File: config.mk
export PLATFORM = sky130hd
export DESIGN_NAME = mem_port_arbiter_flat
export DESIGN_NICKNAME = d
export VERILOG_FILES = /design/src/rtl/mem_port_arbiter_if.sv /design/src/rtl/mem_port_arbiter.sv /design/src/flat_wrapper.sv
export SDC_FILE = /design/constraint.sdc
export NUM_CORES = 1
export LEC_CHECK = 0
export BUFFER_PORTS_ARGS = -buffer_cell sky130_fd_sc_hd__buf_2
export CAP_MARGIN = 40
export CORE_MARGIN = 3
export CORE_UTILIZATION = 45
export DETAILED_ROUTE_END_ITERATION = 8
export GPL_TIMING_DRIVEN = 1
export PLACE_DENSITY = 0.77
export REMOVE_ABC_BUFFERS = 1
export SLEW_MARGIN = 10
export SYNTH_ARGS = -nofsm -noshare
export SYNTH_HDL_FRONTEND = slang
export SYNTH_SLANG_ARGS = --single-unit
File: constraint.sdc
create_clock -name clk -period 3.1 [get_ports clk]
set_input_delay 0.62 -clock clk [delete_from_list [all_inputs] [get_ports clk]]
set_output_delay 0.62 -clock clk [all_outputs]
set_load 0.03 [all_outputs]
File: src/rtl/mem_port_arbiter_if.sv
// Bundle of the fetch, data and memory-port signals around mem_port_arbiter.
// Handshake: a requester raises req with its command and holds both until ready
// pulses for one cycle; ready never pulses for a port that did not own the access.
interface mem_port_arbiter_if #(
  parameter int AW = 32,
  parameter int DW = 32
);
  logic          if_req;
  logic [AW-1:0] if_addr;
  logic          if_ready;
  logic [DW-1:0] if_rdata;
  logic          d_req;
  logic          d_we;
  logic [AW-1:0] d_addr;
  logic [DW-1:0] d_wdata;
  logic          d_ready;
  logic [DW-1:0] d_rdata;
  logic          mem_en;
  logic          mem_we;
  logic [AW-1:0] mem_addr;
  logic [DW-1:0] mem_wdata;
  logic [DW-1:0] mem_rdata;
  logic          gnt_data;

  modport slave (
    input  if_req, if_addr, d_req, d_we, d_addr, d_wdata, mem_rdata,
    output if_ready, if_rdata, d_ready, d_rdata,
    output mem_en, mem_we, mem_addr, mem_wdata, gnt_data
  );

  modport master (
    output if_req, if_addr, d_req, d_we, d_addr, d_wdata, mem_rdata,
    input  if_ready, if_rdata, d_ready, d_rdata,
    input  mem_en, mem_we, mem_addr, mem_wdata, gnt_data
  );
endinterface

File: src/rtl/mem_port_arbiter.sv
// Shares one fixed-latency memory port between fetch and data accesses.
// Data wins arbitration unless fetch has been passed over STARVE_MAX times.
module mem_port_arbiter #(
  parameter int AW         = 32,
  parameter int DW         = 32,
  parameter int MEM_LAT    = 2,
  parameter int STARVE_MAX = 4
) (
  input  logic                              clk,
  input  logic                              rst_n,
  mem_port_arbiter_if.slave                 bus,
  output logic [1:0]                        dbg_state,
  output logic [$clog2(STARVE_MAX+1)-1:0]   dbg_starve
);
  localparam int CW = $clog2(MEM_LAT + 1);
  localparam int SW = $clog2(STARVE_MAX + 1);
  localparam logic [CW-1:0] CNT_LAST   = CW'(MEM_LAT - 1);
  localparam logic [SW-1:0] STARVE_TOP = SW'(STARVE_MAX);

  typedef enum logic [1:0] {
    IDLE = 2'd0,
    BUSY = 2'd1,
    DONE = 2'd2
  } state_t;

  state_t        state, state_nx;
  logic          owner_d;
  logic          cmd_we;
  logic [AW-1:0] cmd_addr;
  logic [DW-1:0] cmd_wdata;
  logic [CW-1:0] cnt;
  logic [SW-1:0] starve;
  logic [DW-1:0] if_rdata_q;
  logic [DW-1:0] d_rdata_q;
  logic          any_req;
  logic          grant_d;
  logic          last_beat;

  assign any_req   = bus.if_req | bus.d_req;
  assign grant_d   = bus.d_req & ~(bus.if_req & (starve == STARVE_TOP));
  assign last_beat = (state == BUSY) && (cnt == CNT_LAST);

  always_ff @(posedge clk or negedge rst_n) begin
    if (!rst_n) state <= IDLE;
    else        state <= state_nx;
  end

  always_comb begin
    state_nx = state;
    case (state)
      IDLE:    if (any_req) state_nx = BUSY;
      BUSY:    if (cnt == CNT_LAST) state_nx = DONE;
      DONE:    state_nx = IDLE;
      default: state_nx = IDLE;
    endcase
  end

  always_ff @(posedge clk or negedge rst_n) begin
    if (!rst_n) begin
      owner_d    <= 1'b0;
      cmd_we     <= 1'b0;
      cmd_addr   <= '0;
      cmd_wdata  <= '0;
      cnt        <= '0;
      starve     <= '0;
      if_rdata_q <= '0;
      d_rdata_q  <= '0;
    end else begin
      if (state == IDLE) begin
        if (any_req) begin
          owner_d   <= grant_d;
          cmd_we    <= grant_d & bus.d_we;
          cmd_addr  <= grant_d ? bus.d_addr : bus.if_addr;
          cmd_wdata <= grant_d ? bus.d_wdata : '0;
          cnt       <= '0;
        end
        // A pending fetch that loses arbitration ages; anything else resets the count.
        if (bus.if_req && grant_d) begin
          if (starve != STARVE_TOP) starve <= starve + SW'(1);
        end else begin
          starve <= '0;
        end
      end
      if (state == BUSY) cnt <= cnt + CW'(1);
      if (last_beat && !cmd_we) begin
        if (owner_d) d_rdata_q  <= bus.mem_rdata;
        else         if_rdata_q <= bus.mem_rdata;
      end
    end
  end

  assign bus.mem_en    = (state == BUSY);
  assign bus.mem_we    = (state == BUSY) & cmd_we;
  assign bus.mem_addr  = cmd_addr;
  assign bus.mem_wdata = cmd_wdata;
  assign bus.if_ready  = (state == DONE) & ~owner_d;
  assign bus.d_ready   = (state == DONE) & owner_d;
  assign bus.gnt_data  = (state != IDLE) & owner_d;
  assign bus.if_rdata  = if_rdata_q;
  assign bus.d_rdata   = d_rdata_q;
  assign dbg_state     = state;
  assign dbg_starve    = starve;
endmodule
File: src/flat_wrapper.sv
// flat-port wrapper written by rule: the top's interface ports become plain ports
module mem_port_arbiter_flat 
#(
  parameter int AW         = 32,
  parameter int DW         = 32,
  parameter int MEM_LAT    = 2,
  parameter int STARVE_MAX = 4
)
  (clk, rst_n, dbg_state, dbg_starve, bus_if_req, bus_if_addr, bus_d_req, bus_d_we, bus_d_addr, bus_d_wdata, bus_mem_rdata, bus_if_ready, bus_if_rdata, bus_d_ready, bus_d_rdata, bus_mem_en, bus_mem_we, bus_mem_addr, bus_mem_wdata, bus_gnt_data);
  mem_port_arbiter_if #(.AW(AW), .DW(DW)) bus_i ();
  input  logic clk;
  input  logic rst_n;
  output logic [1:0] dbg_state;
  output logic [$clog2(STARVE_MAX+1)-1:0] dbg_starve;
  input wire logic [$bits(bus_i.if_req)-1:0] bus_if_req;
  input wire logic [$bits(bus_i.if_addr)-1:0] bus_if_addr;
  input wire logic [$bits(bus_i.d_req)-1:0] bus_d_req;
  input wire logic [$bits(bus_i.d_we)-1:0] bus_d_we;
  input wire logic [$bits(bus_i.d_addr)-1:0] bus_d_addr;
  input wire logic [$bits(bus_i.d_wdata)-1:0] bus_d_wdata;
  input wire logic [$bits(bus_i.mem_rdata)-1:0] bus_mem_rdata;
  output wire logic [$bits(bus_i.if_ready)-1:0] bus_if_ready;
  output wire logic [$bits(bus_i.if_rdata)-1:0] bus_if_rdata;
  output wire logic [$bits(bus_i.d_ready)-1:0] bus_d_ready;
  output wire logic [$bits(bus_i.d_rdata)-1:0] bus_d_rdata;
  output wire logic [$bits(bus_i.mem_en)-1:0] bus_mem_en;
  output wire logic [$bits(bus_i.mem_we)-1:0] bus_mem_we;
  output wire logic [$bits(bus_i.mem_addr)-1:0] bus_mem_addr;
  output wire logic [$bits(bus_i.mem_wdata)-1:0] bus_mem_wdata;
  output wire logic [$bits(bus_i.gnt_data)-1:0] bus_gnt_data;
  assign bus_i.if_req = bus_if_req;
  assign bus_i.if_addr = bus_if_addr;
  assign bus_i.d_req = bus_d_req;
  assign bus_i.d_we = bus_d_we;
  assign bus_i.d_addr = bus_d_addr;
  assign bus_i.d_wdata = bus_d_wdata;
  assign bus_i.mem_rdata = bus_mem_rdata;
  assign bus_if_ready = bus_i.if_ready;
  assign bus_if_rdata = bus_i.if_rdata;
  assign bus_d_ready = bus_i.d_ready;
  assign bus_d_rdata = bus_i.d_rdata;
  assign bus_mem_en = bus_i.mem_en;
  assign bus_mem_we = bus_i.mem_we;
  assign bus_mem_addr = bus_i.mem_addr;
  assign bus_mem_wdata = bus_i.mem_wdata;
  assign bus_gnt_data = bus_i.gnt_data;
  mem_port_arbiter #(.AW(AW), .DW(DW), .MEM_LAT(MEM_LAT), .STARVE_MAX(STARVE_MAX)) u_core (.clk(clk), .rst_n(rst_n), .bus(bus_i), .dbg_state(dbg_state), .dbg_starve(dbg_starve));
endmodule
# Word level (Yosys, flattened, before mapping)
# Index checks and enable logic that the tools add are counted.
dict set report totals {
  reg_bits 137
  inputBits 133
  out_inout_bits 138
  wordCells 53
}
dict set report classes {
  addsub 2
  n_eq_ne 8
  mux 10
  n_bitwise 10
  reduce_logical 14
}
# operator n
set op_table {}
lappend op_table {{two-way mux 32 bit} 2}
lappend op_table {{AND reduction 2 bit} 6}
lappend op_table {{two-way mux 2 bit} 5}
lappend op_table {{AND 1 bit} 7}
lappend op_table {{two-way mux 3 bit} 2}
lappend op_table {{nonzero test 2 bit} 3}
lappend op_table {{equality test 2 x 1 -> 1 bit, second input constant} 2}
lappend op_table {{inequality test 2 x 1 -> 1 bit, second input constant} 2}
lappend op_table {{one-hot mux 2 bit (2 select lines)} 1}
lappend op_table {{adder 3 x 1 -> 3 bit, second input constant} 1}
lappend op_table {{equality test 3 bit, second input constant} 1}
lappend op_table {{logical AND 1 bit} 3}
lappend op_table {{inequality test 3 bit, second input constant} 1}
lappend op_table {{adder 2 x 1 -> 2 bit, second input constant} 1}
lappend op_table {{equality test 2 bit, second input constant} 1}
lappend op_table {{logical NOT 2 bit} 1}
lappend op_table {{inequality test 2 bit, second input constant} 1}
lappend op_table {{NOT 1 bit} 2}
lappend op_table {{logical NOT 1 bit} 1}
lappend op_table {{OR 1 bit} 1}

# Depth between registers and ports, before layout
dict set report depth {
  depth_word 7
  depth_mapped 7
  depth_no_buf 5
}

# Least setup slack after synthesis
# OpenSTA, ideal clock, no wires.
dict set report synth_timing {
  path_type {reg-to-output}
  from {reg u_core.state[1] (netlist: u_core.dbg_state[1])}
  to {out bus_gnt_data}
  arrival_time_ps 1465
  required_time_ps 2480
  path_slack_ps 1015
  stages_incl_launch_ff 4
  n_path_buf 1
  path_cell_list {dfrtp_1 -> nor2_1 -> clkbuf_1 -> nor2_1}
}
dict set report synth_between {
  elab_chain_len 2
}
# item line_no
set synth_rtl {}
lappend synth_rtl {{start, declared} mem_port_arbiter.sv:26} ;# state_t state, state_nx;
lappend synth_rtl {{start signal, assigned} mem_port_arbiter.sv:45} ;# else state <= state_nx;
lappend synth_rtl {{nonzero test 2 bit} mem_port_arbiter.sv:98} ;# assign bus.gnt_data = (state != IDLE) & owner_d;
lappend synth_rtl {{AND 1 bit} mem_port_arbiter.sv:98}
lappend synth_rtl {{end, declared} flat_wrapper.sv:30} ;# output wire logic [$bits(bus_i.gnt_data)-1:0] bus_gnt_data;
# No other way between the ends.

# Worst setup path in the final report
dict set report layout_timing {
  from {reg u_core.state[0] (netlist: u_core.dbg_state[0])}
  to {out bus_gnt_data}
}
# Same word-level chain as after synthesis.

==> run_results.csv <==
group,metric,value,unit
global_routing,antenna_found_initial,0,
power,power_density,1250,nW/um^2
cts,clock_path_buffers,2,
global_routing,grt-ovfl-total,0,
cells_and_area,fill_cells,1023,
timing,rsz0062_at_grt,"no",
floorplan,io_pins,271,
logic_synthesis,avgSynthCellArea,12.2,sq um
logic_synthesis,synth_cell_type_count,29,
logic_synthesis,synth_area,5900,sq um
worst_setup_path,required,2.48,ns
timing,hold_ws,0.190,ns
cells_and_area,nets,878,
cts,cts_hold_buf,0,
timing,max_freq,0.419,GHz
timing,report.final.slew_viol_count,0,
power,peakVddDrop,580,uV
cts,clk_latency,0.41,ns
route,dr_total_vias,5007,
route,via_per_inst,5.40,
floorplan,die_area,14500,sq um
timing,finalSetupViolations,0,
power,total_leakage_power,3.88,nW
flow_run,max_cap_violations,0,
worst_setup_path,crit_arrival,1.77,ns
floorplan,die_h,121,um
worst_setup_path,critPathKind,"register to output pin",
power,power_frac_comb,0.491,
cts,cts_tree,"yes",
power,power,9.99,mW
timing,hold_violations,0,
logic_synthesis,synthArstFlopShare,1.00,
cts,numCtsBuffers,17,
global_routing,grt_max_degree,64,
place,hpwl,12200,um
cells_and_area,fin_area,7990,sq um
place,gp_congestion,0.828,
global_routing,grt_pass1_vias,5060,
min_path,min_path_type,"primary input to asynchronous set/reset pin",
power,p_int,5.56,mW
power,switchingPower,4.43,mW
cells_and_area,multi_input_area,2220,sq um
route,wl_per_cell,17.9,um
logic_synthesis,synth_edf_count,0,
cells_and_area,mostFrequentLayoutCells,"buf_2, dfrtp_1, nand3_1",
logic_synthesis,synth_top_cells_by_area,"dfrtp_1, mux2_4, mux2_2",
cts,h-tree-depth,4,
timing,period_share,0.769,
cts,cts.clk_slew.worst_paths,0.06,ns
cells_and_area,register_area,3430,sq um
timing,max_slew.worst_pin.slew,0.906,ns
cts,cts_resized,0,
outcome,status,"finished, final reports clean",
cells_and_area,final_common_cell,"buf_2",
floorplan,rows,41,
cells_and_area,drive_gt1_frac,0.511,
timing,finClkSkew,0.00728,ns
cts,ctsRootBufferMaster,"clkbuf_16",
logic_synthesis,yosysTopAreaCellShare,0.581,
cells_and_area,area_growth,35.4,%
route,drt_pass1_iterations,5,
floorplan,die_w,121,um
cells_and_area,fin_util,0.628,
route,drc,0,
cells_and_area,antenna_cells,0,
power,swShare,0.443,
cts,cts.sink_count,137,
cts,cts_setup_buffers,0,
power,clock_power_share,0.188,
worst_setup_path,cp-end-kind,"output pin",
logic_synthesis,synth_cells,484,
logic_synthesis,ys_seq_area_frac,0.581,
logic_synthesis,synth_warnings,0,
global_routing,grt_pass1_wl,25900,um
global_routing,groute.usage.overall,0.225,
route,ant_nets,0,
floorplan,core_area,12700,sq um
power,pwr-share-seq,0.321,
floorplan,start_util,0.464,
worst_setup_path,critPathMaxFanout,25,
logic_synthesis,synth_ff_type,"dfrtp_1",
logic_synthesis,synth_top_area_cell,"dfrtp_1",
route,first_iter_violations,310,
logic_synthesis,ys_ff_latch,137,
timing,min_period,2.39,ns
place,placed_area,7430,sq um
place,place.port_buffers,270,
worst_setup_path,start_kind,"register",
route,wirelength,16600,um
timing,slew_headroom,0.396,
flip-flops by register name (all words and copies together) (netlist names):
name                  cells
u_core.dbg_state          2
u_core.cmd_we             1
u_core.dbg_starve         3
u_core.owner_d            1
u_core.bus.mem_addr      32
u_core.bus.d_rdata       32
u_core.bus.mem_wdata     32
u_core.bus.if_rdata      32
u_core.cnt                2
cells in the mapped netlist, types with 3 or more instances:
| cell type | count |
|---|---|
| dfrtp_1 | 137 |
| nand3_1 | 68 |
| o21ai_0 | 36 |
| mux2_2 | 35 |
| a21oi_1 | 34 |
| o2bb2ai_1 | 33 |
| a31oi_1 | 32 |
| mux2_4 | 30 |
| clkbuf_1 | 29 |
| buf_2 | 11 |
| buf_6 | 6 |
| inv_1 | 6 |
| nand2_1 | 4 |
| and2_1 | 3 |
| ha_1 | 3 |
| nor2_1 | 3 |
metrics by stage:
step	setup slack (ns)	TNS [ns]	cells
floorplan	-1.55	-79.63	437
global placement	0.920	0	893
detailed placement	0.904	0	895
CTS	0.676	0	927
global route	0.633	0	927
finish	0.715	0	927
final cells by class:
class / instances / area share
Clock buffer: 21 / 0.0576
Multi-Input combinational cell: 294 / 0.278
Clock inverter: 11 / 0.0124
Tap cell: 172 / 0.0269
Sequential cell: 137 / 0.429
Inverter: 6 / 0.00282
Timing Repair Buffer: 286 / 0.193
worst paths after layout:
check / from / to / slack, ns / depth (start not counted)
setup / recovery: u_core.dbg_state[0] / bus_gnt_data / 0.71 / 4
setup reg to reg: u_core.dbg_state[0] / u_core.bus.mem_wdata[3] / 0.89 / 6
hold reg to reg: u_core.bus.mem_wdata[18] / u_core.bus.mem_wdata[18] / 0.48 / 1
max in group asynchronous: rst_n / u_core.bus.mem_addr[31] / 2.18 / 2
min in group clk: bus_mem_rdata[26] / u_core.bus.if_rdata[26] / 0.45 / 2
hold / removal: rst_n / u_core.bus.mem_wdata[29] / 0.19 / 1
worst max-delay path, stage by stage, from the launching register on:
cell	delay (ns)
dfrtp_1	0.38
buf_4	0.18
nor2_4	0.44
nor2_1	0.15
buf_2	0.21
power groups by stage:
stage,clock (mW),sequential (mW),combinational [mW]
2_1_floorplan,0,4.84,1.66
3_3_place_gp,0,3.16,4.81
3_5_place_dp,0,3.20,4.95
4_1_cts,1.93,3.20,4.95
5_1_grt,2.00,3.29,5.21
6_report,1.88,3.21,4.90
cells by family after synthesis:
kind of cell,after synthesis,share of synthesized area
compound gates,138,0.146
flops,137,0.581
simple gates,88,0.0799
mux,65,0.143
buf+inv,53,0.0437
fa+ha+maj,3,0.00636
metal layers:
layer	global-route usage	wire [um]	up-vias
met5	0	0	-
met4	0.0800	270	0
met3	0.0561	1490	19
met2	0.390	8310	261
met1	0.273	6510	2421
li1	-	-	2306
No activity file was read; power rests on OpenSTA's default activity.
